<file path="src/rtl/ldst_mem_bridge_pkg.sv">
// Shared definitions for the load/store memory bridge: widths, FSM state encoding
// and memory handshake constants.
package ldst_mem_bridge_pkg;

    localparam int WORD          = 32;
    localparam int ADDR_DEFAULT  = 32;
    localparam int W_OPR_DEFAULT = 32;

    typedef enum logic [1:0] {
        ST_IDLE  = 2'd0,
        ST_REQ   = 2'd1,
        ST_RWAIT = 2'd2,
        ST_DONE  = 2'd3
    } ldst_state_e;

    localparam logic MEM_WE_LOAD  = 1'b0;
    localparam logic MEM_WE_STORE = 1'b1;

    function automatic logic hs_fire(input logic valid, input logic ready);
        return valid & ready;
    endfunction

endpackage

</file>
<file path="src/rtl/ldst_mem_bridge_write_buffer.sv">
// One-entry posted write buffer for ldst_mem_bridge; drains its entry on the memory
// port in the background. Only instantiated when LDST_WRITE_BUFFER_EN is defined.
module ldst_write_buffer
    import ldst_mem_bridge_pkg::*;
#(
    parameter int ADDR  = ADDR_DEFAULT,
    parameter int W_OPR = W_OPR_DEFAULT
) (
    input  logic             clk,
    input  logic             reset,
    input  logic             push,
    input  logic [ADDR-1:0]  push_addr,
    input  logic [W_OPR-1:0] push_wdata,
    input  logic             mem_ready,
    output logic             full,
    output logic [ADDR-1:0]  entry_addr,
    output logic [W_OPR-1:0] entry_wdata
);

    logic             full_r;
    logic [ADDR-1:0]  addr_r;
    logic [W_OPR-1:0] wdata_r;

    // Entry capture and drain; a push only ever arrives while the entry is empty.
    always_ff @(posedge clk or negedge reset) begin
        if (!reset) begin
            full_r  <= 1'b0;
            addr_r  <= {ADDR{1'b0}};
            wdata_r <= {W_OPR{1'b0}};
        end else if (push) begin
            full_r  <= 1'b1;
            addr_r  <= push_addr;
            wdata_r <= push_wdata;
        end else if (hs_fire(full_r, mem_ready)) begin
            full_r  <= 1'b0;
        end
    end

    assign full        = full_r;
    assign entry_addr  = addr_r;
    assign entry_wdata = wdata_r;

endmodule

</file>
<file path="src/rtl/ldst_mem_bridge.sv">
// Load/store bridge: stalls the core while a multi-cycle memory access is outstanding.
// Optional posted write buffer enabled with `define LDST_WRITE_BUFFER_EN.
module ldst_mem_bridge
    import ldst_mem_bridge_pkg::*;
#(
    parameter int ADDR  = ADDR_DEFAULT,
    parameter int W_OPR = W_OPR_DEFAULT
) (
    input  logic             clk,
    input  logic             reset,
    input  logic             req_i,
    input  logic             write_i,
    input  logic [ADDR-1:0]  addr_i,
    input  logic [W_OPR-1:0] wdata_i,
    output logic [W_OPR-1:0] rdata_o,
    output logic             stall_o,
    output logic             mem_req_o,
    output logic             mem_we_o,
    output logic [ADDR-1:0]  mem_addr_o,
    output logic [W_OPR-1:0] mem_wdata_o,
    input  logic             mem_ready_i,
    input  logic             mem_rvalid_i,
    input  logic [W_OPR-1:0] mem_rdata_i
);

    ldst_state_e      state_r;
    ldst_state_e      state_s;
    logic             stall_s;
    logic             start_s;
    logic             post_s;
    logic             mem_req_r;
    logic             mem_we_r;
    logic [ADDR-1:0]  mem_addr_r;
    logic [W_OPR-1:0] mem_wdata_r;
    logic [W_OPR-1:0] rdata_r;

`ifdef LDST_WRITE_BUFFER_EN
    logic             buf_full_s;
    logic [ADDR-1:0]  buf_addr_s;
    logic [W_OPR-1:0] buf_wdata_s;

    ldst_write_buffer #(
        .ADDR  (ADDR),
        .W_OPR (W_OPR)
    ) u_write_buffer (
        .clk         (clk),
        .reset       (reset),
        .push        (post_s),
        .push_addr   (addr_i),
        .push_wdata  (wdata_i),
        .mem_ready   (mem_ready_i),
        .full        (buf_full_s),
        .entry_addr  (buf_addr_s),
        .entry_wdata (buf_wdata_s)
    );
`endif

    // Next-state and stall decode; the buffer is always empty while the FSM is busy.
    always_comb begin
        state_s = state_r;
        stall_s = 1'b0;
        start_s = 1'b0;
        post_s  = 1'b0;
        case (state_r)
            ST_IDLE: begin
                if (req_i) begin
`ifdef LDST_WRITE_BUFFER_EN
                    if (buf_full_s) begin
                        stall_s = 1'b1;
                    end else if (write_i) begin
                        post_s  = 1'b1;
                    end else begin
                        stall_s = 1'b1;
                        start_s = 1'b1;
                        state_s = ST_REQ;
                    end
`else
                    stall_s = 1'b1;
                    start_s = 1'b1;
                    state_s = ST_REQ;
`endif
                end else begin
                    stall_s = 1'b0;
                end
            end
            ST_REQ: begin
                stall_s = 1'b1;
                if (hs_fire(mem_req_r, mem_ready_i)) begin
                    state_s = (mem_we_r == MEM_WE_STORE) ? ST_DONE : ST_RWAIT;
                end else begin
                    state_s = ST_REQ;
                end
            end
            ST_RWAIT: begin
                stall_s = 1'b1;
                if (mem_rvalid_i) begin
                    state_s = ST_DONE;
                end else begin
                    state_s = ST_RWAIT;
                end
            end
            ST_DONE: begin
                state_s = ST_IDLE;
            end
            default: begin
                state_s = ST_IDLE;
            end
        endcase
    end

    // State register.
    always_ff @(posedge clk or negedge reset) begin
        if (!reset) begin
            state_r <= ST_IDLE;
        end else begin
            state_r <= state_s;
        end
    end

    // Memory request registers: captured on access start, held until accepted.
    always_ff @(posedge clk or negedge reset) begin
        if (!reset) begin
            mem_req_r   <= 1'b0;
            mem_we_r    <= MEM_WE_LOAD;
            mem_addr_r  <= {ADDR{1'b0}};
            mem_wdata_r <= {W_OPR{1'b0}};
        end else if (start_s) begin
            mem_req_r   <= 1'b1;
            mem_we_r    <= write_i;
            mem_addr_r  <= addr_i;
            mem_wdata_r <= wdata_i;
        end else if (state_r == ST_REQ && mem_ready_i) begin
            mem_req_r   <= 1'b0;
        end
    end

    // Load data register; rvalid outside RWAIT (e.g. after a reset) is dropped.
    always_ff @(posedge clk or negedge reset) begin
        if (!reset) begin
            rdata_r <= {W_OPR{1'b0}};
        end else if (state_r == ST_RWAIT && mem_rvalid_i) begin
            rdata_r <= mem_rdata_i;
        end
    end

    assign stall_o = stall_s;
    assign rdata_o = rdata_r;

`ifdef LDST_WRITE_BUFFER_EN
    assign mem_req_o   = mem_req_r | buf_full_s;
    assign mem_we_o    = buf_full_s ? MEM_WE_STORE : mem_we_r;
    assign mem_addr_o  = buf_full_s ? buf_addr_s : mem_addr_r;
    assign mem_wdata_o = buf_full_s ? buf_wdata_s : mem_wdata_r;
`else
    assign mem_req_o   = mem_req_r;
    assign mem_we_o    = mem_we_r;
    assign mem_addr_o  = mem_addr_r;
    assign mem_wdata_o = mem_wdata_r;
`endif

endmodule

</file>
<file path="config.mk">
export PLATFORM = sky130hd
export DESIGN_NAME = ldst_mem_bridge
export DESIGN_NICKNAME = d
export VERILOG_FILES = /design/src/rtl/ldst_mem_bridge_pkg.sv /design/src/rtl/ldst_mem_bridge_write_buffer.sv /design/src/rtl/ldst_mem_bridge.sv
export SDC_FILE = /design/constraint.sdc
export NUM_CORES = 1
export LEC_CHECK = 0
export BUFFER_PORTS_ARGS = -buffer_cell sky130_fd_sc_hd__buf_2
export CORE_AREA = 2 2 86 104
export CTS_CLUSTER_SIZE = 14
export DETAILED_ROUTE_END_ITERATION = 10
export DIE_AREA = 0 0 88 106
export PLACE_DENSITY = 0.93
export SETUP_SLACK_MARGIN = 0.5
export SYNTH_ARGS = -nofsm -noshare
export SYNTH_HDL_FRONTEND = slang
export SYNTH_HIERARCHICAL = 1
export SYNTH_SLANG_ARGS = --single-unit
</file>
<file path="constraint.sdc">
create_clock -name clk -period 3.8 [get_ports clk]
set_clock_uncertainty 0.2 [all_clocks]
set_input_delay 0.95 -clock clk [delete_from_list [all_inputs] [get_ports clk]]
set_output_delay 0.95 -clock clk [all_outputs]
set_load 0.005 [all_outputs]
</file>
== Yosys cells after proc, flatten, opt, wreduce, memory -nomap -nowiden ==
Index checks and enable logic that the tools add are counted.
Cells by class
  equal/unequal tests: 4
  mux-type cells: 10
  bitwise logic cells: 1
  reductions and logical operators: 5
Operators by type and width (number)
  one-hot mux 2 bit (4 select lines): 1
  two-way mux 1 bit: 6
  == test 2 bit, second input constant: 2
  two-way mux 2 bit: 2
  == test 2 x 1 -> 1 bit, second input constant: 1
  logical AND 1 bit: 2
  zero test 2 bit: 1
  inequality test 2 bit, second input constant: 1
  one-hot mux 1 bit (2 select lines): 1
  nonzero test 2 bit: 1
  OR reduction 2 bit: 1
  bitwise AND 1 bit: 1
Storage, ports and cells
  register bits after elaboration: 100
  input port bits: 102
  output and inout bits: 99
  word-level logic and storage cells: 26

== Longest topological paths before layout ==
Gate-level depths: netlist (run 1).
  depth after elaboration: 4
  gate-level depth with buffers: 6
  depth with buffers taken out: 5

== Worst setup path after synthesis (run 1) ==
Ideal clock, no wire load.
  kind: in2out
  start point: input port req_i
  end point: output port stall_o
  data arrival time: 1122 ps
  data required time: 2650 ps
  setup slack: 1528 ps
  stages on the path: 2
  buffers on the path: 0
  cells stage by stage: a21oi_1 -> nor2_1
On the way
  word-level cells in the longest chain between the ends: 2
RTL lines
  start: declaration: line ldst_mem_bridge.sv:11  | input logic req_i,
  two-way mux 1 bit: line ldst_mem_bridge.sv:66  | if (req_i) begin
  one-hot mux 1 bit (2 select lines): line ldst_mem_bridge.sv:64  | case (state_r)
  end: declaration: line ldst_mem_bridge.sv:16  | output logic stall_o,
No other way between the ends.

== Final worst setup path (run 1) ==
  start point: register state_r[0]
  end point: output port stall_o
On the way
  word-level cells in the longest chain between the ends: 3
  elaborated cells between the ends (all ways): 5
  classes of those cells: eq/ne: 2; mux: 1; reduce/logical: 2
RTL lines
  start: declaration: line ldst_mem_bridge.sv:26  | ldst_state_e state_r;
  start signal: assignment: line ldst_mem_bridge.sv:116  | state_r <= state_s;
  == test 2 x 1 -> 1 bit or == test 2 bit (tied branches): line ldst_mem_bridge.sv:64
  OR reduction 2 bit (no source line)
  one-hot mux 1 bit (2 select lines) (*): line ldst_mem_bridge.sv:64
Mark *: on every way between the ends. The rest lies on a longest branch, timed or not.

==> results by group, run 1 <==
Worst setup path
  • Startpoint Class: flop
  • Critical path's slowest cell: dfrtp_1
  • Buf/Inv on CP: 2
  • CP required: approximately 2.7 ns
  • Worst reg2reg path startpoint: state_r[0]
  • Max incr delay on CP: about 0.45 ns
  • FF-to-FF path depth: 5
  • Top cell family by delay on the critical path: flip-flops
  • Critical path type: flop to primary output
  • Worst-path maximum fanout: 6
  • Worst R2R Setup Slack: about 1.5 ns
  • Crit path DAT: approximately 1.5 ns
  • Worst path cell trace: inv_1, ha_1, a21oi_1, nor2_1, buf_2
  • RR Endpoint: mem_addr_o[29]
  • Setup crit end kind: primary output

STA
  • # setup viols final: 0
  • Final min period: ~2.7 ns
  • Least-Margin Pin Slew: 0.5719 ns
  • Slew margin rel.: 0.6187
  • Hold Fails Final Rpt: 0
  • Final period util: 0.6996
  • Hold slack: ~0.30 ns
  • Max-slew violations: 0
  • Fmax: 0.3761 GHz
  • RSZ-0062 raised after global routing: false
  • Setup TNS: 0 ns

Layout
  • # diodes: 0
  • Area growth from synthesis to layout: 32.78%
  • Nets: ~540
  • Share of layout cells above drive strength 1: 0.7136

Logic synthesis
  • Largest family of logic cells by synthesized area: multiplexers
  • Synth cell types: 15
  • Mux contribution to synthesized area: 0.3136
  • Post-Syn Nets: 339
  • Xor and xnor fraction of the mapped netlist area: 0
  • Sequential-to-total area share from yosys stat: 0.6285
  • Compound-Gate Fraction of Synth Area: 0.005343
  • Simple-gate share of the synthesized area: 0.01131
  • Post-Synth Adder-Cell Area: 0.01886
  • Post-Syn Area: ~4000 µm²
  • Ys Warns: 6
  • Register bit total from synthesis: 100
  • Avg Cell Area, Syn: 17.24 µm²
  • Post-synthesis cell count: between 200 and 250

GRT
  • Grt ovf: 0
  • First-pass GRT wire length: 12680 µm
  • GRT Overall Usage: 0.1776
  • Number of global-route vias before repair: ~2600
  • Pin count of the biggest net entering global routing: 101
  • Initial antenna violation count: 0

Detailed routing
  • Antenna-violating nets left: 0
  • Initial DRC Count: 79
  • Vias per inst: 4.680
  • Via count: ~2600
  • DR pass1 iterations: 4
  • WL/cell: roughly 15 µm
  • Total Wirelength: 8110 µm
  • Drt drc: 0

Floorplan
  • Row cnt: 37
  • Die area: slightly above 9000 µm²
  • I/O pin total: ~200
  • Die Y: about 110 µm
  • Core Footprint: 8379 µm²
  • Die span in x: 88 µm
  • Initial cell density of the core: 0.4751

Worst hold path
  • Hold Path End: rdata_o[2]
  • Hold path startpoint: rdata_o[2]
  • Class of the worst hold path: flop to flop
  • Hold depth: 1

Place
  • Gp weighted congestion: a little over 0.7
  • Post-DP HPWL: approximately 6000 µm
  • I/O Buffers: 200

CTS
  • CTS buffer count: 9
  • Post-CTS Hold Buffers: 0
  • Clk_lat worst skew: approximately 0.34 ns
  • Clk slew on worst S/H paths: around 0.080 ns
  • H-Tree Depth: 3
  • # clock sinks: 100
  • Post-CTS sizing: 0
  • Root Driver: clkbuf_8
  • Maximum buffer depth of the clock tree: 2
  • Setup bufs post-CTS: 0
  • CTS tree: built

Pwr
  • Total Power: about 4.2 mW
  • Worst vdd ir: around 0.00034 V
  • Pwr dens: between 700 and 800 nW/µm²
  • Pleak: 2.835 nW

Outcome
  • Status: finished, final reports clean

Run
  • Max Cap Violations: 0
cell usage after synthesis (all sizes together):
cell type,number,area (µm²)
o21ai,1,5.000
inv,2,7.510
buf,10,81.32
nand3,1,5.000
nor2,2,7.510
nand2,7,26.28
a31oi,1,6.260
mux2,97,1239
dfrtp,100,2502
ha,6,75.07
nand2b,1,6.260
a21oi,2,10.01
mux2i,1,10.01
power breakdown:
group / internal, mW / switching (mW) / total, mW
sequential: 1.60 / 0.287 / 1.89
clock: 0.293 / 0.320 / 0.613
combinational: 1.06 / 0.614 / 1.67
state kept, by name, summed over array words and instances, names as in the netlist, named ones only:
signal and flops:
mem_req_o 1, mem_we_o 1, mem_wdata_o 32, mem_addr_o 32, rdata_o 32, state_r 1
stage by stage:
step	setup WS [ns]	cells	utilization	area (µm²)
finish	1.141	557	0.6309	5286
global placement	1.240	541	0.6092	5105
floorplan	1.528	231	-	3981
global route	1.015	557	0.6309	5286
detailed placement	1.238	541	0.6092	5105
CTS	1.114	557	0.6309	5286
cells in the final DEF (no fill, tap or decap):
cell / count
buf_2: 199
buf_12: 2
mux2_4: 39
a31oi_1: 1
nand2b_1: 1
nand2_4: 1
clkinv_2: 1
ha_1: 6
a21oi_1: 2
nand3_1: 1
mux2i_1: 1
dfrtp_1: 100
clkbuf_8: 12
nor2_1: 2
o21ai_0: 1
inv_1: 2
nand2_1: 6
clkbuf_1: 3
mux2_2: 58
buf_4: 2
final cells by class:
class                      count  area (µm²)
tap                          117       146.4
inverter                       2       7.507
timing repair buffer         203        1051
sequential                   100        2502
clock inverter                 1       5.005
fill                         686        3093
multi-input combinational    119        1398
clock buffer                  15       176.4
worst max-delay path by stage:
stage / startpoint / end / slack (ns) / depth (start not counted)
after floorplan: req_i / stall_o / 1.53 / 2
after global placement: req_i / stall_o / 1.24 / 4
after detailed placement: req_i / stall_o / 1.24 / 4
after CTS: state_r[0] / stall_o / 1.11 / 5
after global routing: state_r[0] / stall_o / 1.02 / 5
final: state_r[0] / stall_o / 1.14 / 5
routing by layer:
metal  share of wire  vias to the layer above  GRT usage
li1                -                     1205          -
met1            0.37                     1266     0.1999
met2            0.53                      118     0.3057
met3           0.076                       18    0.04736
met4           0.023                        0    0.08681
met5               0                        -          0
cell families (layout without fill, tap and decap cells):
family,Yosys count,in the layout
DFF,100,100
muxes,98,98
buffers and inverters,12,221
and+or+nand+nor,11,11
adders and majority gates,6,6
AOI/OAI and AO/OA,4,4
(Power assumes the default switching activity.)
==> run 2: changes to the inputs <==
--- a/config.mk
+++ b/config.mk
@@ -6,11 +6,11 @@
 export NUM_CORES = 1
 export LEC_CHECK = 0
 export BUFFER_PORTS_ARGS = -buffer_cell sky130_fd_sc_hd__buf_2
-export CORE_AREA = 2 2 86 104
+export CORE_AREA = 2 2 93 113
 export CTS_CLUSTER_SIZE = 14
 export DETAILED_ROUTE_END_ITERATION = 10
-export DIE_AREA = 0 0 88 106
-export PLACE_DENSITY = 0.93
+export DIE_AREA = 0 0 95 115
+export PLACE_DENSITY = 0.85
 export SETUP_SLACK_MARGIN = 0.5
 export SYNTH_ARGS = -nofsm -noshare
 export SYNTH_HDL_FRONTEND = slang
==> constraint.sdc (replaced) <==
create_clock -name clk -period 2.34 [get_ports clk]
set_clock_uncertainty 0.2 [all_clocks]
set_input_delay 0.585 -clock clk [delete_from_list [all_inputs] [get_ports clk]]
set_output_delay 0.585 -clock clk [all_outputs]
set_load 0.005 [all_outputs]
==> run 2 against run 1 <==
Setup slack lost 0.89 ns. Flip-flop and latch count unchanged. Final area up 5.0%. Critical path depth is the same. Die area is 17% higher. Routed wire length about the same. Non-clock buffer count is 7 higher. Sequential power is 61% higher. Via count up 0.42%. Worst hold slack worse by 0.30 ns.
==> results by group, run 2 (synthesis results as in run 1) <==
Outcome
  • Status: finished, final reports clean

STA
  • Fmax: ~0.48 GHz
  • Setup TNS: 0 ns (unchanged)
  • Hold Fails Final Rpt: 0 (unchanged)
  • Final worst slack: 0.2493 ns (-0.8921 ns)
  • Final min period: around 2.1 ns
  • Least-Margin Pin Slew: 0.4594 ns (-0.1125 ns)
  • Hold slack: 0.003572 ns (-0.2998 ns)
  • RSZ-0062 raised after global routing: true
  • # setup viols final: 0 (unchanged)
  • Final period util: 0.8935
  • Slew margin rel.: 0.6937 (+0.07502)
  • Max-slew violations: 0 (unchanged)

Worst setup path
  • Critical path depth in cells: 5 (unchanged)
  • CP required: 1.55 ns (-1.10 ns)
  • RR Endpoint: rdata_o[12]
  • Worst path cell trace: inv_2, ha_4, a21oi_4, nor2_2, buf_2
  • Critical path's slowest cell: dfrtp_1
  • Setup crit end kind: primary output
  • Worst-path maximum fanout: 2 (-4)
  • Critical path type: flop to primary output
  • Startpoint Class: flop
  • Crit path DAT: 1.31 ns (-0.20 ns)
  • Worst reg2reg path startpoint: state_r[0]
  • Max incr delay on CP: 0.39 ns (-0.06 ns)
  • Worst R2R Setup Slack: 0.57 ns (-0.93 ns)
  • FF-to-FF path depth: 6 (+1)
  • Buf/Inv on CP: 2 (unchanged)
  • Top cell family by delay on the critical path: flip-flops

CTS
  • Clk_lat worst skew: 0.33 ns (about the same)
  • H-Tree Depth: 3 (unchanged)
  • Post-CTS Hold Buffers: 0 (unchanged)
  • Root Driver: clkbuf_16
  • Clk slew on worst S/H paths: 0.07 ns (about the same)
  • CTS buffer count: 9 (unchanged)
  • # clock sinks: 100 (unchanged)
  • CTS tree: built
  • Maximum buffer depth of the clock tree: 2 (unchanged)

Layout
  • Area growth from synthesis to layout: 39.41%
  • Most frequent cells in the layout: buf_2, dfrtp_1, mux2_2, mux2_4, clkbuf_16
  • Nets: 550 (+1.3%)
  • Commonest non-fill, non-tap cell in the layout: buf_2
  • # diodes: 0 (unchanged)
  • Final instance area: 5550 µm² (+5.0%)
  • Fill cells: 813 (+19%)
  • Non-Filler Instances: 572 (+2.7%)
  • Share of layout cells above drive strength 1: 0.7377 (+0.02403)

GRT
  • Number of global-route vias before repair: 2637 (-0.23%)
  • Grt ovf: 0 (unchanged)
  • Pin count of the biggest net entering global routing: 56 (-45%)
  • Initial antenna violation count: 0 (unchanged)
  • GRT Overall Usage: 0.1474 (-0.03018)
  • First-pass GRT wire length: 12410 µm (-2.1%)

Detailed routing
  • Via count: 2618 (+0.42%)
  • WL/cell: 14.19 µm (-2.6%)
  • Vias per inst: 4.577 (-2.2%)
  • Initial DRC Count: 52 (-34%)
  • Drt drc: 0 (unchanged)
  • DR pass1 iterations: 4 (unchanged)
  • Antenna-violating nets left: 0 (unchanged)
  • Total Wirelength: 8114 µm (about the same)

Place
  • Post-DP HPWL: 6161 µm (about the same)
  • I/O Buffers: 200 (unchanged)
  • Gp weighted congestion: 0.7742 (+8.9%)
  • Placed cell count: 552 (+2.0%)
  • Dpl ws: 0.4287 ns (-0.8094 ns)
  • Cell Area, Placed: 5144 µm² (+0.76%)

Run
  • Max Cap Violations: 0 (unchanged)

Floorplan
  • Initial cell density of the core: 0.4038 (-0.07133)
  • Die Y: 115 µm (+8.5%)
  • Die span in x: 95 µm (+8.0%)
  • Row cnt: 40 (+8.1%)
  • Core Footprint: 9859 µm² (+18%)
  • Die area: 10930 µm² (+17%)
  • I/O pin total: 201 (unchanged)

Pwr
  • Worst vdd ir: 0.0005178 V (+52%)
  • Pwr dens: 1354 nW/µm² (+71%)
  • Pleak: 2.946 nW (+3.9%)

Worst hold path
  • Class of the worst hold path: input pin to async pin
==> run 2: cell types whose count changed in the layout (fill, tap and decap cells not counted), sizes merged <==
cell	previous run	this run
clkinvlp	0	1
buf	203	210
clkbuf	15	11
bufinv	0	2
==> run 2: what timing repair did <==
action | in CTS | in global routing
buffers inserted | 5 | 0
pin swaps | 2 | 1
resized for setup | 8 | 4
setup endpoints to repair | 73 | 33
endpoints found under the hold margin | 0 | 0
==> run 2: how the worst max path moves through the flow <==
stage          slack, ns        endpoint        from
3_3_place_gp        0.47         stall_o  state_r[0]
4_1_cts             0.26         stall_o  state_r[0]
6_report            0.25         stall_o        flop
2_1_floorplan       0.60   mem_addr_o[0]  state_r[0]
3_5_place_dp        0.43  mem_addr_o[28]  state_r[0]
5_1_grt             0.18         stall_o  state_r[0]
==> run 2: power by group <==
part	leakage, nW	internal [mW]	switching (mW)
Combinational	1.59	1.83	1.06
Sequential	1.19	2.61	0.440
Clock	0.158	0.987	0.588
==> run 2: final cells by class <==
cell class                      instances  area [µm²]  share of cell area
Clock buffer                           11       252.7             0.04554
Clock inverter                          4       72.57             0.01307
Inverter                                2       7.507            0.001353
Multi-Input combinational cell        119        1424              0.2565
Sequential cell                       100        2504              0.4511
Tap cell                              126       157.7             0.02840
Timing Repair Buffer                  210        1132              0.2040
==> run 2: metrics by stage <==
stage               utilization  total power, mW
floorplan                     -            4.609
global placement         0.5217            5.737
detailed placement       0.5217            5.874
CTS                      0.5610            7.593
global route             0.5629            8.013
finish                   0.5629            7.518
==> run 2: routing by layer <==
layer | track usage | up-vias | wire length, µm | part of all wire
met5 | 0 | - | 0 | 0
li1 | - | 1223 | - | -
met3 | 0.04391 | 14 | 617 | 0.076
met1 | 0.1715 | 1269 | 3102 | 0.38
met4 | 0.05604 | 0 | 146 | 0.018
met2 | 0.2553 | 112 | 4248 | 0.52
==> run 3: changes to the inputs <==
--- a/config.mk
+++ b/config.mk
@@ -6,11 +6,11 @@
 export NUM_CORES = 1
 export LEC_CHECK = 0
 export BUFFER_PORTS_ARGS = -buffer_cell sky130_fd_sc_hd__buf_2
-export CORE_AREA = 2 2 93 113
+export CORE_AREA = 2 2 89 109
 export CTS_CLUSTER_SIZE = 14
 export DETAILED_ROUTE_END_ITERATION = 10
-export DIE_AREA = 0 0 95 115
-export PLACE_DENSITY = 0.85
+export DIE_AREA = 0 0 91 111
+export PLACE_DENSITY = 0.88
 export SETUP_SLACK_MARGIN = 0.5
 export SYNTH_ARGS = -nofsm -noshare
 export SYNTH_HDL_FRONTEND = slang
==> constraint.sdc (replaced) <==
create_clock -name clk -period 2.32 [get_ports clk]
set_clock_uncertainty 0.2 [all_clocks]
set_input_delay 0.232 -clock clk [delete_from_list [all_inputs] [get_ports clk]]
set_output_delay 0.232 -clock clk [all_outputs]
set_load 0.005 [all_outputs]
==> run 3 against run 2 <==
Highest routed layer unchanged. Flip-flop and latch count stayed put. Global-route usage rose by 8.0 points. Register-to-register slack gained 0.03 ns. Power grew 0.98%. Final area increased by 16%. Via count up 19%. Routed wire length is 37% higher. Die area shrank 7.5%. Clock power fell by 13%. First-iteration DRC count is 130% higher. Count of clock-buffer cells in the layout down 1. Largest power group unchanged.
==> results by group, run 3 (synthesis results as in run 1) <==
Worst setup path
  • Buf/Inv on CP: 2 (unchanged)
  • Critical path type: flop to primary output
  • FF-to-FF path depth: 5 (-1)
  • Worst path cell trace: inv_2, ha_2, a21oi_2, nor2_1, buf_2
  • Worst R2R Setup Slack: 0.60 ns (+0.03 ns)
  • Top cell family by delay on the critical path: flip-flops
  • Startpoint Class: flop
  • Worst-path maximum fanout: 3 (+1)
  • RR Endpoint: rdata_o[25]
  • Setup crit end kind: primary output
  • Crit path DAT: 1.33 ns (+0.02 ns)
  • Max incr delay on CP: 0.39 ns (about the same)
  • Crit. Startpoint: state_r[0]
  • CP required: 1.89 ns (+0.34 ns)
  • Critical path's slowest cell: dfrtp_1

STA
  • Least-Margin Pin Slew: 0.6711 ns (+0.2117 ns)
  • Hold Fails Final Rpt: 0 (unchanged)
  • Slew margin rel.: 0.5526 (-0.1412)
  • Final min period: 1.766 ns
  • # setup viols final: 0 (unchanged)
  • Final period util: 0.7614
  • Max-slew violations: 0 (unchanged)
  • Setup TNS: 0 ns (unchanged)
  • RSZ-0062 raised after global routing: true
  • Fmax: around 0.57 GHz

Layout
  • Final instance area: 6457 µm² (+16%)
  • Fin util: 0.7039 (+0.1410)
  • Share of layout cells above drive strength 1: 0.5993 (-0.1384)
  • Register Area: 2502 µm² (about the same)
  • # diodes: 0 (unchanged)
  • Multi-input logic area: 1404 µm² (-1.4%)
  • Area growth from synthesis to layout: 62.19%
  • Fill cells: 632 (-22%)
  • Most frequent cells in the layout: buf_2, dfrtp_1, dlygate4sd3_1, mux2_2, mux2_4
  • Commonest non-fill, non-tap cell in the layout: buf_2
  • Nets: 647 (+18%)

Floorplan
  • Die area: 10100 µm² (-7.5%)
  • Die Y: 111 µm (-3.5%)
  • Initial cell density of the core: 0.4340 (+0.03018)
  • I/O pin total: 201 (unchanged)
  • Row cnt: 39 (-2.5%)
  • Die span in x: 91 µm (-4.2%)
  • Core Footprint: 9174 µm² (-7.0%)

GRT
  • Grt ovf: 0 (unchanged)
  • Number of global-route vias before repair: 3501 (+33%)
  • Pin count of the biggest net entering global routing: 53 (-5.4%)
  • GRT Overall Usage: 0.2274 (+0.08000)
  • Initial antenna violation count: 0 (unchanged)
  • First-pass GRT wire length: 17980 µm (+45%)

Worst hold path
  • Class of the worst hold path: input pin to flop
  • Hold path startpoint: mem_rvalid_i
  • Hold Path End: state_r[0]
  • Hold depth: 3

Pwr
  • Seq pwr share: 0.413 (+0.007)
  • Switching Share: 0.3012 (+0.02379)
  • Worst vdd ir: 0.0005877 V (+14%)
  • Cell internal pwr: 5.305 mW (-2.3%)
  • Combinational share of power: 0.405 (+0.020)
  • Pleak: 3.315 nW (+13%)
  • Clock power share: 0.182 (-0.028)
  • Pwr dens: 1176 nW/µm² (-13%)
  • NetSw: 2.287 mW (+9.6%)

CTS
  • CTS buffer count: 9 (unchanged)
  • Maximum buffer depth of the clock tree: 2 (unchanged)
  • CTS tree: built
  • # clock sinks: 100 (unchanged)
  • Clk slew on worst S/H paths: 0.06 ns (about the same)
  • H-Tree Depth: 3 (unchanged)
  • Root Driver: clkbuf_16
  • Clk_lat worst skew: 0.33 ns (about the same)

Run
  • Max Cap Violations: 0 (unchanged)

Outcome
  • Status: finished, final reports clean

Detailed routing
  • Met3 wire len: 585 µm (-5.2%)
  • Drt drc: 0 (unchanged)
  • Vias per inst: 4.664 (+1.9%)
  • WL met1: 4052 µm (+31%)
  • Via count: 3111 (+19%)
  • Antenna-violating nets left: 0 (unchanged)
  • Total Wirelength: 11150 µm (+37%)
  • Initial DRC Count: 121 (+130%)
  • DR pass1 iterations: 5 (+1)
  • Met2 wire len: 6134 µm (+44%)
  • Top Metal Used: met4
  • WL/cell: 16.72 µm (+18%)

Place
  • I/O Buffers: 200 (unchanged)
  • Cell Area, Placed: 5120 µm² (-0.46%)
  • Gp weighted congestion: 0.7758 (+0.21%)
  • Post-DP HPWL: 6245 µm (+1.4%)
==> run 3: worst max path at each step <==
stage                endpoint  slack, ns  cells after the start
6_report              stall_o       0.55                      5
5_1_grt               stall_o       0.49                      5
4_1_cts               stall_o       0.52                      5
3_5_place_dp   mem_wdata_o[4]       0.33                      5
3_3_place_gp   mem_addr_o[21]       0.41                      5
2_1_floorplan   mem_addr_o[0]       0.58                      6
==> run 3: layer usage <==
metal  up-vias  GRT usage
li1       1416          -
met1      1524     0.2475
met5         -          0
met2       142     0.4188
met4         0     0.1051
met3        29    0.04623
==> run 3: cell type report <==
type                            count  area share
Clock buffer                       10     0.03701
Clock inverter                      6    0.006200
Inverter                            2    0.001163
Multi-Input combinational cell    119      0.2174
Sequential cell                   100      0.3875
Tap cell                          123     0.02383
Timing Repair Buffer              307      0.3269
==> run 3: power by group through the flow <==
stage / sequential, mW / combinational [mW] / clock, mW
3_3_place_gp: 3.07 / 2.69 / 0
3_5_place_dp: 3.11 / 2.80 / 0
4_1_cts: 3.09 / 3.03 / 1.42
6_report: 3.14 / 3.07 / 1.38
5_1_grt: 3.25 / 3.32 / 1.49
2_1_floorplan: 3.16 / 1.48 / 0
==> run 3: repair_timing <==
item	CTS	global route
endpoints found under the hold margin	150	0
cloned	1	0
endpoints found under the setup margin	70	20
buffers inserted	3	0
hold buffers	99	0
gates resized for setup	5	2
==> run 3: metrics by stage <==
stage	hold slack [ns]	setup slack, ns	cells	total power, mW
after floorplan	-0.2636	0.5823	231	4.649
after global placement	0.09389	0.4128	548	5.754
after detailed placement	0.1046	0.3341	548	5.908
after CTS	0.06467	0.5196	667	7.541
after global routing	0.1019	0.4945	667	8.054
final	0.06451	0.5535	667	7.591
==> run 3: worst register-to-register path, cell delays in order, from the launching register on <==
cell	delay, ns
dfrtp_1	0.39
buf_4	0.14
ha_1	0.18
nand2_1	0.10
buf_4	0.23
mux2_2	0.37
